$ cat config.mk
export PLATFORM = sky130hd
export DESIGN_NAME = nibble_serial_adder_ctrl_flat
export DESIGN_NICKNAME = d
export VERILOG_FILES = /design/src/rtl/adder_pkg.sv /design/src/rtl/nibble_serial_adder_ctrl_if.sv /design/src/rtl/csa4_slice.sv /design/src/rtl/nibble_serial_adder_ctrl.sv /design/src/flat_wrapper.sv
export SDC_FILE = /design/constraint.sdc
export NUM_CORES = 1
export LEC_CHECK = 0
export BUFFER_PORTS_ARGS = -buffer_cell sky130_fd_sc_hd__buf_2
export CAP_MARGIN = 25
export CORE_MARGIN = 2
export CORE_UTILIZATION = 55
export DETAILED_ROUTE_END_ITERATION = 10
export PLACE_DENSITY = 0.91
export SLEW_MARGIN = 20
export SYNTH_ARGS = -nofsm -noshare
export SYNTH_HDL_FRONTEND = slang
export SYNTH_HIERARCHICAL = 1
export SYNTH_SLANG_ARGS = --single-unit
$ cat constraint.sdc
create_clock -name clk -period 4.1 [get_ports clk]
set_input_delay 0 -clock clk [delete_from_list [all_inputs] [get_ports clk]]
set_output_delay 0 -clock clk [all_outputs]
set_load 0.02 [all_outputs]
$ cat src/rtl/adder_pkg.sv
// Shared definitions for the nibble-serial adder controller.
// Holds the controller state encoding, the slice width and a helper that
// sizes the nibble index counter.
package adder_pkg;

    // Controller states: waiting for operands, adding nibbles, holding the result.
    typedef enum logic [1:0] {
        IDLE = 2'd0,
        RUN  = 2'd1,
        DONE = 2'd2
    } state_e;

    // Width of the shared carry-select slice.
    localparam int NIBBLE_W = 4;

    // Bits needed to count nibbles 0..nib-1. Never returns less than 1,
    // so a single-nibble build still gets a legal counter.
    function automatic int idx_width(input int nib);
        int w;
        w = 1;
        for (int i = 0; i < 31; i++) begin
            if ((32'sd1 <<< w) < nib) begin
                w = w + 1;
            end
        end
        return w;
    endfunction

endpackage

$ cat src/rtl/nibble_serial_adder_ctrl_if.sv
// Handshake bus of the nibble-serial adder.
// master drives operands (in_valid, a, b, cin) and out_ready;
// slave (the adder) drives in_ready and the result (out_valid, sum, cout, ovf).
interface nibble_serial_adder_ctrl_if #(
    parameter int WIDTH = 16
);
    logic             in_valid;
    logic             in_ready;
    logic [WIDTH-1:0] a;
    logic [WIDTH-1:0] b;
    logic             cin;
    logic             out_valid;
    logic             out_ready;
    logic [WIDTH-1:0] sum;
    logic             cout;
    logic             ovf;

    modport master (
        output in_valid, a, b, cin, out_ready,
        input  in_ready, out_valid, sum, cout, ovf
    );

    modport slave (
        input  in_valid, a, b, cin, out_ready,
        output in_ready, out_valid, sum, cout, ovf
    );
endinterface

$ cat src/rtl/csa4_slice.sv
// Combinational 4-bit carry-select adder slice.
// Ports: a, b - nibble operands; cin - carry in; s - nibble sum; cout - carry out.
// Both carry-in cases are computed in parallel and cin only drives the final mux.
module csa4_slice
    import adder_pkg::*;
(
    input  logic [NIBBLE_W-1:0] a,
    input  logic [NIBBLE_W-1:0] b,
    input  logic                cin,
    output logic [NIBBLE_W-1:0] s,
    output logic                cout
);
    logic [NIBBLE_W:0] sum0_s;
    logic [NIBBLE_W:0] sum1_s;

    assign sum0_s = {1'b0, a} + {1'b0, b};
    assign sum1_s = {1'b0, a} + {1'b0, b} + {{NIBBLE_W{1'b0}}, 1'b1};

    // Select the precomputed result matching the incoming carry.
    always_comb begin
        s    = sum0_s[NIBBLE_W-1:0];
        cout = sum0_s[NIBBLE_W];
        if (cin) begin
            s    = sum1_s[NIBBLE_W-1:0];
            cout = sum1_s[NIBBLE_W];
        end else begin
            s    = sum0_s[NIBBLE_W-1:0];
            cout = sum0_s[NIBBLE_W];
        end
    end
endmodule

$ cat src/rtl/nibble_serial_adder_ctrl.sv
// Nibble-serial adder: adds two WIDTH-bit operands one nibble per clock,
// LSB first, through a single shared 4-bit carry-select slice.
// Ports: clk - rising-edge clock; rst - asynchronous active-high reset;
//        bus - slave side of the operand/result handshake interface.
// Operands are accepted in IDLE, RUN takes WIDTH/4 cycles, and DONE holds the
// registered sum/cout/ovf until the consumer takes them.
module nibble_serial_adder_ctrl
    import adder_pkg::*;
#(
    parameter int WIDTH = 16
) (
    input  logic                     clk,
    input  logic                     rst,
    nibble_serial_adder_ctrl_if.slave bus
);
    localparam int NIB   = WIDTH / NIBBLE_W;
    localparam int IDX_W = idx_width(NIB);
    localparam logic [IDX_W-1:0] LAST_IDX = IDX_W'(NIB - 1);

    state_e              state_r;
    logic [IDX_W-1:0]    idx_r;
    logic                carry_r;
    logic [WIDTH-1:0]    a_r;
    logic [WIDTH-1:0]    b_r;
    logic [WIDTH-1:0]    sum_r;
    logic                cout_r;
    logic                ovf_r;
    logic                out_valid_r;
    logic                in_ready_r;

    logic [NIBBLE_W-1:0] a_nib_s;
    logic [NIBBLE_W-1:0] b_nib_s;
    logic [NIBBLE_W-1:0] slice_sum_s;
    logic                slice_cout_s;

    // Pick the operand nibbles addressed by the index counter.
    always_comb begin
        a_nib_s = a_r[idx_r*NIBBLE_W +: NIBBLE_W];
        b_nib_s = b_r[idx_r*NIBBLE_W +: NIBBLE_W];
    end

    csa4_slice u_slice (
        .a    (a_nib_s),
        .b    (b_nib_s),
        .cin  (carry_r),
        .s    (slice_sum_s),
        .cout (slice_cout_s)
    );

    // Controller FSM with index counter, operand/carry/result registers and handshake flags.
    always_ff @(posedge clk or posedge rst) begin
        if (rst) begin
            state_r     <= IDLE;
            idx_r       <= '0;
            carry_r     <= 1'b0;
            a_r         <= '0;
            b_r         <= '0;
            sum_r       <= '0;
            cout_r      <= 1'b0;
            ovf_r       <= 1'b0;
            out_valid_r <= 1'b0;
            in_ready_r  <= 1'b1;
        end else begin
            case (state_r)
                IDLE: begin
                    if (bus.in_valid) begin
                        a_r        <= bus.a;
                        b_r        <= bus.b;
                        carry_r    <= bus.cin;
                        idx_r      <= '0;
                        sum_r      <= '0;
                        in_ready_r <= 1'b0;
                        state_r    <= RUN;
                    end
                end
                RUN: begin
                    sum_r[idx_r*NIBBLE_W +: NIBBLE_W] <= slice_sum_s;
                    carry_r <= slice_cout_s;
                    idx_r   <= idx_r + IDX_W'(1);
                    if (idx_r == LAST_IDX) begin
                        // Overflow: equal operand signs but the new MSB differs from them.
                        cout_r      <= slice_cout_s;
                        ovf_r       <= (a_r[WIDTH-1] == b_r[WIDTH-1]) &&
                                       (slice_sum_s[NIBBLE_W-1] != a_r[WIDTH-1]);
                        idx_r       <= '0;
                        out_valid_r <= 1'b1;
                        state_r     <= DONE;
                    end
                end
                DONE: begin
                    if (bus.out_ready) begin
                        out_valid_r <= 1'b0;
                        in_ready_r  <= 1'b1;
                        state_r     <= IDLE;
                    end
                end
                default: begin
                    out_valid_r <= 1'b0;
                    in_ready_r  <= 1'b1;
                    state_r     <= IDLE;
                end
            endcase
        end
    end

    assign bus.in_ready  = in_ready_r;
    assign bus.out_valid = out_valid_r;
    assign bus.sum       = sum_r;
    assign bus.cout      = cout_r;
    assign bus.ovf       = ovf_r;
endmodule
$ cat src/flat_wrapper.sv
// flat-port wrapper written by rule: the top's interface ports become plain ports
module nibble_serial_adder_ctrl_flat import adder_pkg::*;
#(
    parameter int WIDTH = 16
)
  (clk, rst, bus_in_valid, bus_a, bus_b, bus_cin, bus_out_ready, bus_in_ready, bus_out_valid, bus_sum, bus_cout, bus_ovf);
  nibble_serial_adder_ctrl_if #(.WIDTH(WIDTH)) bus_i ();
  input  logic clk;
  input  logic rst;
  input wire logic [$bits(bus_i.in_valid)-1:0] bus_in_valid;
  input wire logic [$bits(bus_i.a)-1:0] bus_a;
  input wire logic [$bits(bus_i.b)-1:0] bus_b;
  input wire logic [$bits(bus_i.cin)-1:0] bus_cin;
  input wire logic [$bits(bus_i.out_ready)-1:0] bus_out_ready;
  output wire logic [$bits(bus_i.in_ready)-1:0] bus_in_ready;
  output wire logic [$bits(bus_i.out_valid)-1:0] bus_out_valid;
  output wire logic [$bits(bus_i.sum)-1:0] bus_sum;
  output wire logic [$bits(bus_i.cout)-1:0] bus_cout;
  output wire logic [$bits(bus_i.ovf)-1:0] bus_ovf;
  assign bus_i.in_valid = bus_in_valid;
  assign bus_i.a = bus_a;
  assign bus_i.b = bus_b;
  assign bus_i.cin = bus_cin;
  assign bus_i.out_ready = bus_out_ready;
  assign bus_in_ready = bus_i.in_ready;
  assign bus_out_valid = bus_i.out_valid;
  assign bus_sum = bus_i.sum;
  assign bus_cout = bus_i.cout;
  assign bus_ovf = bus_i.ovf;
  nibble_serial_adder_ctrl #(.WIDTH(WIDTH)) u_core (.clk(clk), .rst(rst), .bus(bus_i));
endmodule
==> reports/summary.txt, run 1 <==
CTS buffer count: 9
Top post-synthesis cells by area: dfrtp_1 (48%), mux2_4 (15%), a22o_1 (5.1%), ha_1 (4.7%), mux4_2 (4.6%)
Clock transition at the registers of the reported paths: 0.07 ns
Post-synthesis register bit count: 57
Synthesis-to-layout area growth: 29.41%
Main combinational cell family by area after synthesis: multiplexers
Post-Syn Area per Cell: 14.56 um^2
DR pass1 iterations: 4
Async SR Flop Fraction: 100.0%
CP Buf/Inv Count: 0
Area leader, netlist: dfrtp_1
Simple-gate share of the synthesized area: 7.225%
FP Rows: 26
CP delay by family, top: XOR/XNOR gates
First-pass GRT wire length: 10450 um
Tot Pwr: 3.659 mW
Synth Net Count: 250
Fin Setup TNS: 0 ns
GRT overflow: 0
Die H: 76.95 um
WP data arrival: 3.69 ns
Final hold vios: 0
Clk_lat worst skew: 0.35 ns
Max-cap violations: 0
Yosys top cell area share: 47.88%
Min setup slack post-route: 0.6406 ns
Placed Area: 3227 um^2
Pint: 2.138 mW
Max incr delay on CP: 0.56 ns
Largest net degree at the start of global routing: 36
Cells after DPL: 322
Max H-tree Level: 3
RePlAce Congestion: 0.7901
Cell mode on critical path: xnor2_1
Sequential share of the synthesized area: 48.78%
Die area: 5921 um^2
Gr usage total: 24.02%
N_diodes: 0
Startpoint Class: flop
Die W: 76.95 um
Setup-failing EPs final: 0
Fmax: 289.1 MHz
Maximum VDD drop: 0.6789 mV
Synth cell types: 37
Final instance area: 3787 um^2
Synth Area in Adders: 5.387%
Util after Layout: 74.15%
CORE AREA: 5107 um^2
Drt wl/cell: 17.38 um
Unrepaired setup endpoints after global routing: false
Syn Inst Count: 201
Worst Setup Slack post-DPL: 0.6881 ns
Combinational share of power: 55.0%
Critical Path Fanout Max: 7
Count of input and output buffers: 56
Sw Pwr: 1.521 mW
CP endpoint kind: flop
Post-Layout Cell Count: 372
Vias/cell: 5.339
PD cells: 966.1 nW/um^2
Static Leak: 1.858 nW
Synth Area in Compound Gates: 9.619%
Post-detail-place hpwl: 4135 um
Initial DRC count: 108
Mapped Area: 2927 um^2
ANT nets after route: 0
Hold_ws: 0.1120 ns
CTS Buffer Depth: 2
Resize count post-CTS: 0
Outcome: complete, no violations
Drt drc: 0
Fill cells: 333
Crit-path cells: mux4_2 -> ha_1 -> fa_1 -> xnor2_1 -> nor2_1 -> xnor2_1 -> xnor2_1 -> o22ai_1 -> mux2_2
Number of global-route vias before repair: 2039
Worst-margin pin slew: 0.7476 ns
Antenna violations before repair: 0
Initial Utilization: 57.30%
Slew headroom: 50.16%
Sw Ratio: 41.56%
Sequential power share: 28.7%
Setup Buffers After CTS: 0
WL final: 6467 um
Crit path time final: 3.459 ns
CTS sink cnt: 57
TritonCTS clock tree: yes
CTS root buffer: clkbuf_8
Final Max Tran Viols: 0
CP required: 4.33 ns
Final setup skew: 0.01398 ns
Post-synth EDFFs: 0
Ys flop type: dfrtp_1
Clock power share: 16.3%
Mux cell area share after synthesis: 23.60%
Critical path's slowest cell: dfrtp_1
YS warnings: 6
Hold Crit Class: input port to flop
Layout cells sized above 1: 40.40%
Synth Area in XOR/XNOR: 1.496%
Final nets: 346
Ports: 57
Final Cycle Share: 84.37%
CP Class: flop to flop
Vias: 1986
flip-flops by register name (all words and copies together), names as in the netlist, 2 cells and up:
signal,cells
u_core/idx_r,2
u_core/a_r,16
u_core/state_r,2
u_core/b_r,16
u_core/bus.sum,16
final cells by class:
cell class / count / area, um^2 / share of cell area [%]
clock buffer: 11 / 141.4 / 3.733
inverter: 5 / 18.77 / 0.4955
tap: 70 / 87.58 / 2.313
timing repair buffer: 92 / 648.1 / 17.11
multi-input combinational: 132 / 1385 / 36.57
sequential: 57 / 1428 / 37.69
clock inverter: 5 / 78.83 / 2.081
worst min-delay path, delay by kind of cell:
kind	cells	cell delay, ns
AND/OR/NAND/NOR	1	0.16
buffers and inverters	1	0.07
AO/OA/AOI/OAI	2	0.18
Yosys cell counts, types with 3 or more instances:
master / count
a21oi_1: 5
mux2_4: 29
nor2_1: 6
mux2_2: 6
nand2_1: 15
o21ai_0: 3
inv_1: 5
a21o_1: 5
mux4_2: 6
ha_1: 11
buf_12: 3
and4_1: 4
xnor2_1: 3
dfrtp_1: 56
a22o_1: 17
cells in the final DEF (no fill, tap or decap), types with 2 or more instances in the layout:
cell type,synthesis,routed
mux2_4,29,29
o21bai_1,2,2
xnor2_1,3,3
mux4_1,2,2
dlygate4sd3_1,0,34
mux4_2,6,6
ha_1,11,11
buf_2,1,56
clkinv_2,0,2
o21ai_0,3,3
xor2_1,2,2
bufinv_16,0,2
nand2_1,15,15
mux2_2,6,6
nor2_1,6,6
a22o_1,17,17
inv_1,5,4
a21oi_1,5,5
nand3_1,2,2
clkbuf_8,0,10
a21o_1,5,5
and4_1,4,4
dfrtp_1,56,56
worst paths after layout:
| path | start | end | slack [ns] | cells past startpoint |
|---|---|---|---|---|
| min in group asynchronous | rst | u_core/a_r[7] | 0.21 | 3 |
| min reg2reg | u_core/bus.in_ready | u_core/bus.in_ready | 0.46 | 2 |
| max | u_core/idx_r[0] | u_core/bus.ovf | 0.64 | 9 |
| max reg2reg | u_core/idx_r[0] | u_core/bus.ovf | 0.64 | 9 |
| max in group asynchronous | rst | u_core/a_r[5] | 3.34 | 4 |
| min | bus_cin | u_core/carry_r | 0.11 | 4 |
timing repair:
action,CTS,global route
hold endpoints to repair,55,0
setup endpoints to repair,0,0
hold buffers,34,0
metal layers:
metal | vias up | routed length, um | track usage (%)
met5 | - | 0 | 0
met4 | 0 | 80 | 7.091
met3 | 8 | 321 | 6.941
met2 | 61 | 3484 | 41.05
met1 | 977 | 2581 | 29.63
li1 | 940 | - | -
logic make-up (layout without fill, tap and decap cells):
| kind of cell | after synthesis | count (layout) |
|---|---|---|
| multiplexers | 43 | 43 |
| AND/OR/NAND/NOR | 35 | 35 |
| adder cells (fa/ha/maj) | 12 | 12 |
| AO/OA/AOI/OAI | 37 | 37 |
| XOR/XNOR | 5 | 5 |
| flip-flops | 57 | 57 |
| buffers and inverters | 12 | 113 |
power groups by stage:
stage	clock network [mW]	registers, mW	logic, mW
floorplan	0	1.03	1.54
global placement	0	1.04	1.87
detailed placement	0	1.05	1.94
CTS	0.593	1.05	1.99
global route	0.623	1.08	2.21
finish	0.595	1.05	2.01
No activity file was read; power rests on OpenSTA's default activity.
==> inputs of run 2 (changes only) <==
- clock period: 4.1 -> 3.3 ns (I/O delays scaled with it)
==> reports/summary.txt, run 2 (synthesized netlist as in run 1, its figures left out) <==
Drt wl/cell: 16.84 um
CTS sink cnt: 57
Worst Setup Slack post-DPL: 0.07042 ns
Max H-tree Level: 3
First-pass GRT wire length: 10390 um
CP required: 3.56 ns
Vias/cell: 5.389
Layout cells sized above 1: 41.91%
PD cells: 1246 nW/um^2
DR pass1 iterations: 4
Fill cells: 314
CP endpoint kind: flop
Gr usage total: 23.41%
Fmax: 322.4 MHz
Initial DRC count: 116
Initial Utilization: 57.30%
Final Cycle Share: 93.98%
Max-cap violations: 0
Die area: 5921 um^2
Startpoint Class: flop
Count of input and output buffers: 56
Synthesis-to-layout area growth: 30.61%
Fin Setup TNS: 0 ns
Placed Area: 3224 um^2
Setup-failing EPs final: 0
CTS Buffer Depth: 2
WL final: 6280 um
Die H: 76.95 um
Outcome: complete, no violations
Util after Layout: 74.84%
Worst-margin pin slew: 0.7770 ns
GRT overflow: 0
Maximum VDD drop: 0.8532 mV
Final instance area: 3822 um^2
Post-detail-place hpwl: 3966 um
Hold Crit Class: input port to flop
CTS root buffer: clkbuf_8
Unrepaired setup endpoints after global routing: false
Final setup skew: 0.006822 ns
RePlAce Congestion: 0.8361
Largest net degree at the start of global routing: 58
CTS buffer count: 9
Slew headroom: 48.20%
CORE AREA: 5107 um^2
Commonest non-fill, non-tap cell in the layout: buf_2
ANT nets after route: 0
CP Class: flop to flop
Vias: 2010
N_diodes: 0
Clock transition at the registers of the reported paths: 0.06 ns
Commonest non-fill, non-tap cells in the layout: buf_2 (56), dfrtp_1 (55), dlygate4sd3_1 (34)
WP data arrival: 3.36 ns
Ports: 57
Number of global-route vias before repair: 2132
Static Leak: 1.876 nW
Final nets: 347
Clk_lat worst skew: 0.34 ns
Drt drc: 0
Final Max Tran Viols: 0
Critical Path Fanout Max: 7
Die W: 76.95 um
Crit path time final: 3.101 ns
Min setup slack post-route: 0.1986 ns
FP Rows: 26
Antenna violations before repair: 0
TritonCTS clock tree: yes
Final hold vios: 0
## run 2: power breakdown
part	total, mW	leakage (nW)	switching (mW)	internal [mW]
sequential	1.29	0.707	0.265	1.03
combinational	2.68	1.04	1.38	1.30
clock	0.795	0.126	0.277	0.518
total	4.76	1.88	1.92	2.84
## run 2: layout make-up
type	count	area [um^2]	share of cell area, %
Clock buffer	10	137.6	3.601
Clock inverter	6	105.1	2.750
Inverter	5	21.27	0.5565
Multi-Input combinational cell	132	1399	36.60
Sequential cell	57	1429	37.38
Tap cell	70	87.58	2.291
Timing Repair Buffer	93	643.1	16.82
## run 2: worst paths after layout
check                               startpoint                  end  slack [ns]  cells past startpoint
max reg2reg                    u_core/idx_r[0]       u_core/carry_r        0.20                     10
max in group asynchronous                  rst      u_core/idx_r[0]        2.50                      3
min reg2reg                u_core/bus.in_ready  u_core/bus.in_ready        0.46                      2
min                                    bus_cin       u_core/carry_r        0.11                      4
max                            u_core/idx_r[0]       u_core/carry_r        0.20                     10
min in group asynchronous                  rst    u_core/bus.sum[4]        0.30                      3
## run 2: what timing repair did
item                                   in CTS  in global routing
setup endpoints to repair                   0                  5
gates resized for setup                     0                  3
setup buffers                               0                  0
endpoints found under the hold margin      90                  0
hold buffers                               34                  0
## run 2: metal layers
layer | GRT usage [%] | up-vias | routed length (um)
met5 | 0 | - | 0
met4 | 10.55 | 0 | 127
met3 | 5.059 | 16 | 300
met2 | 40.35 | 69 | 3202
met1 | 28.13 | 988 | 2650
li1 | - | 937 | -
## run 2: critical path, stage by stage (launching register included)
cell      delay (ns)
dfrtp_2         0.47
mux4_2          0.52
ha_1            0.24
fa_1            0.54
ha_1            0.19
nand2_1         0.12
o21bai_1        0.20
o31ai_1         0.13
a221oi_2        0.35
a21oi_1         0.11
o21ai_0         0.14
## run 2: per-stage QoR
step	total power, mW	instances	hold WS (ns)
final	4.763	373	0.1052
after global routing	5.080	373	0.1205
after CTS	4.666	373	0.09022
after detailed placement	3.823	323	0.1482
after global placement	3.699	323	0.2295
after floorplan	3.187	201	0.1481
==> inputs of run 3 (changes only) <==
- CORE_UTILIZATION: 55 -> 59
- PLACE_DENSITY: 0.91 -> 0.95
- clock period: 3.3 -> 3.7 ns (I/O delays scaled with it)
==> reports/summary.txt, run 3 (synthesized netlist as in run 1, its figures left out) <==
Cts hold-fix bufs: 34
Commonest non-fill, non-tap cells in the layout: buf_2 (56), dfrtp_1 (56), dlygate4sd3_1 (34)
Max H-tree Level: 3
Resize count post-CTS: 0
Fill cells: 294
CP required: 3.95 ns
CTS sink cnt: 57
Largest net degree at the start of global routing: 58
CP Class: flop to flop
Vias: 2022
Critical Path Fanout Max: 9
Final hold vios: 0
Grt met1 use: 28.24%
ANT nets after route: 0
CTS buffer count: 9
Antenna violations before repair: 0
FP Rows: 25
Max-cap violations: 0
DR pass1 iterations: 4
CP endpoint kind: flop
Hold Crit Class: input port to flop
Die H: 74.43 um
Util after Layout: 78.84%
Clk_lat worst skew: 0.35 ns
RePlAce Congestion: 0.8631
Final nets: 346
Die W: 74.43 um
First-pass GRT wire length: 10320 um
Ports: 57
GRT overflow: 0
Static Leak: 1.842 nW
Setup Buffers After CTS: 0
Number of global-route vias before repair: 2196
Vias/cell: 5.495
Drt drc: 0
GR Util met3: 5.962%
Die area: 5540 um^2
Layout cells sized above 1: 40.20%
Maximum VDD drop: 0.5889 mV
Outcome: complete, no violations
Fin Setup TNS: 0 ns
Final setup skew: 0.01697 ns
Met2 usage: 46.21%
WP data arrival: 3.73 ns
Worst Setup Slack post-DPL: 0.4091 ns
Startpoint Class: flop
Synthesis-to-layout area growth: 28.09%
Tot Pwr: 4.095 mW
Slew headroom: 49.97%
Initial Utilization: 61.55%
CORE AREA: 4755 um^2
Post-detail-place hpwl: 3930 um
CTS Buffer Depth: 2
N_diodes: 0
Final Cycle Share: 94.05%
Unrepaired setup endpoints after global routing: false
GR peak layer: met2
WL final: 6648 um
Final Max Tran Viols: 0
Clock transition at the registers of the reported paths: 0.08 ns
Min setup slack post-route: 0.2200 ns
Setup-failing EPs final: 0
CTS root buffer: clkbuf_8
Fmax: 287.4 MHz
TritonCTS clock tree: yes
Initial DRC count: 69
Drt wl/cell: 18.07 um
PD cells: 1093 nW/um^2
Worst-margin pin slew: 0.7505 ns
Count of input and output buffers: 56
Gr usage total: 26.24%
Crit path time final: 3.480 ns
run 3: cell count changes in the layout (fill, tap and decap cells not counted), sizes merged:
cell    before  now
buf         59   58
clkbuf      10   12
clkinv       3    2
bufinv       3    1
run 3: critical path: stages, from the launching register on:
cell	delay, ns
dfrtp_1	0.68
mux4_2	0.59
ha_1	0.24
fa_1	0.54
ha_1	0.20
nand2_1	0.13
a21oi_1	0.22
o311ai_0	0.16
a221oi_1	0.35
a21oi_1	0.10
o21ai_0	0.17
run 3: area by class of cell:
type | count | area, um^2 | area share, %
clock buffer | 12 | 155.1 | 4.139
clock inverter | 3 | 40.04 | 1.068
inverter | 5 | 21.27 | 0.5674
multi-input combinational | 132 | 1385 | 36.95
sequential | 57 | 1428 | 38.08
tap | 67 | 83.83 | 2.236
timing repair buffer | 92 | 635.6 | 16.96
run 3: layer usage:
layer / up-vias / wire length (um) / share of wire, %
li1: 934 / - / -
met1: 999 / 2517 / 38
met2: 65 / 3575 / 54
met3: 24 / 243 / 3.7
met4: 0 / 311 / 4.7
met5: - / 0 / 0
run 3: report_power, final:
part / switching [mW] / internal, mW
Clock: 0.245 / 0.342
Combinational: 1.21 / 1.12
Sequential: 0.269 / 0.913
run 3: final timing paths:
| check | start | to | slack [ns] | depth (start not counted) |
|---|---|---|---|---|
| worst max-delay path | u_core/idx_r[0] | u_core/carry_r | 0.22 | 10 |
| worst min-delay path | bus_in_valid | u_core/state_r[0] | 0.09 | 3 |
| worst max register to register | u_core/idx_r[0] | u_core/carry_r | 0.22 | 10 |
| worst min register to register | u_core/bus.in_ready | u_core/bus.in_ready | 0.47 | 2 |
| max in group asynchronous | rst | u_core/a_r[12] | 2.93 | 3 |
| min in group asynchronous | rst | u_core/b_r[6] | 0.32 | 3 |
run 3: through the flow:
stage               cells  hold slack, ns  area (um^2)
global route          368          0.1399         3749
detailed placement    319          0.1636         3213
floorplan             201          0.1481         2927
CTS                   368         0.07402         3749
finish                368         0.09077         3749
global placement      319          0.2307         3211
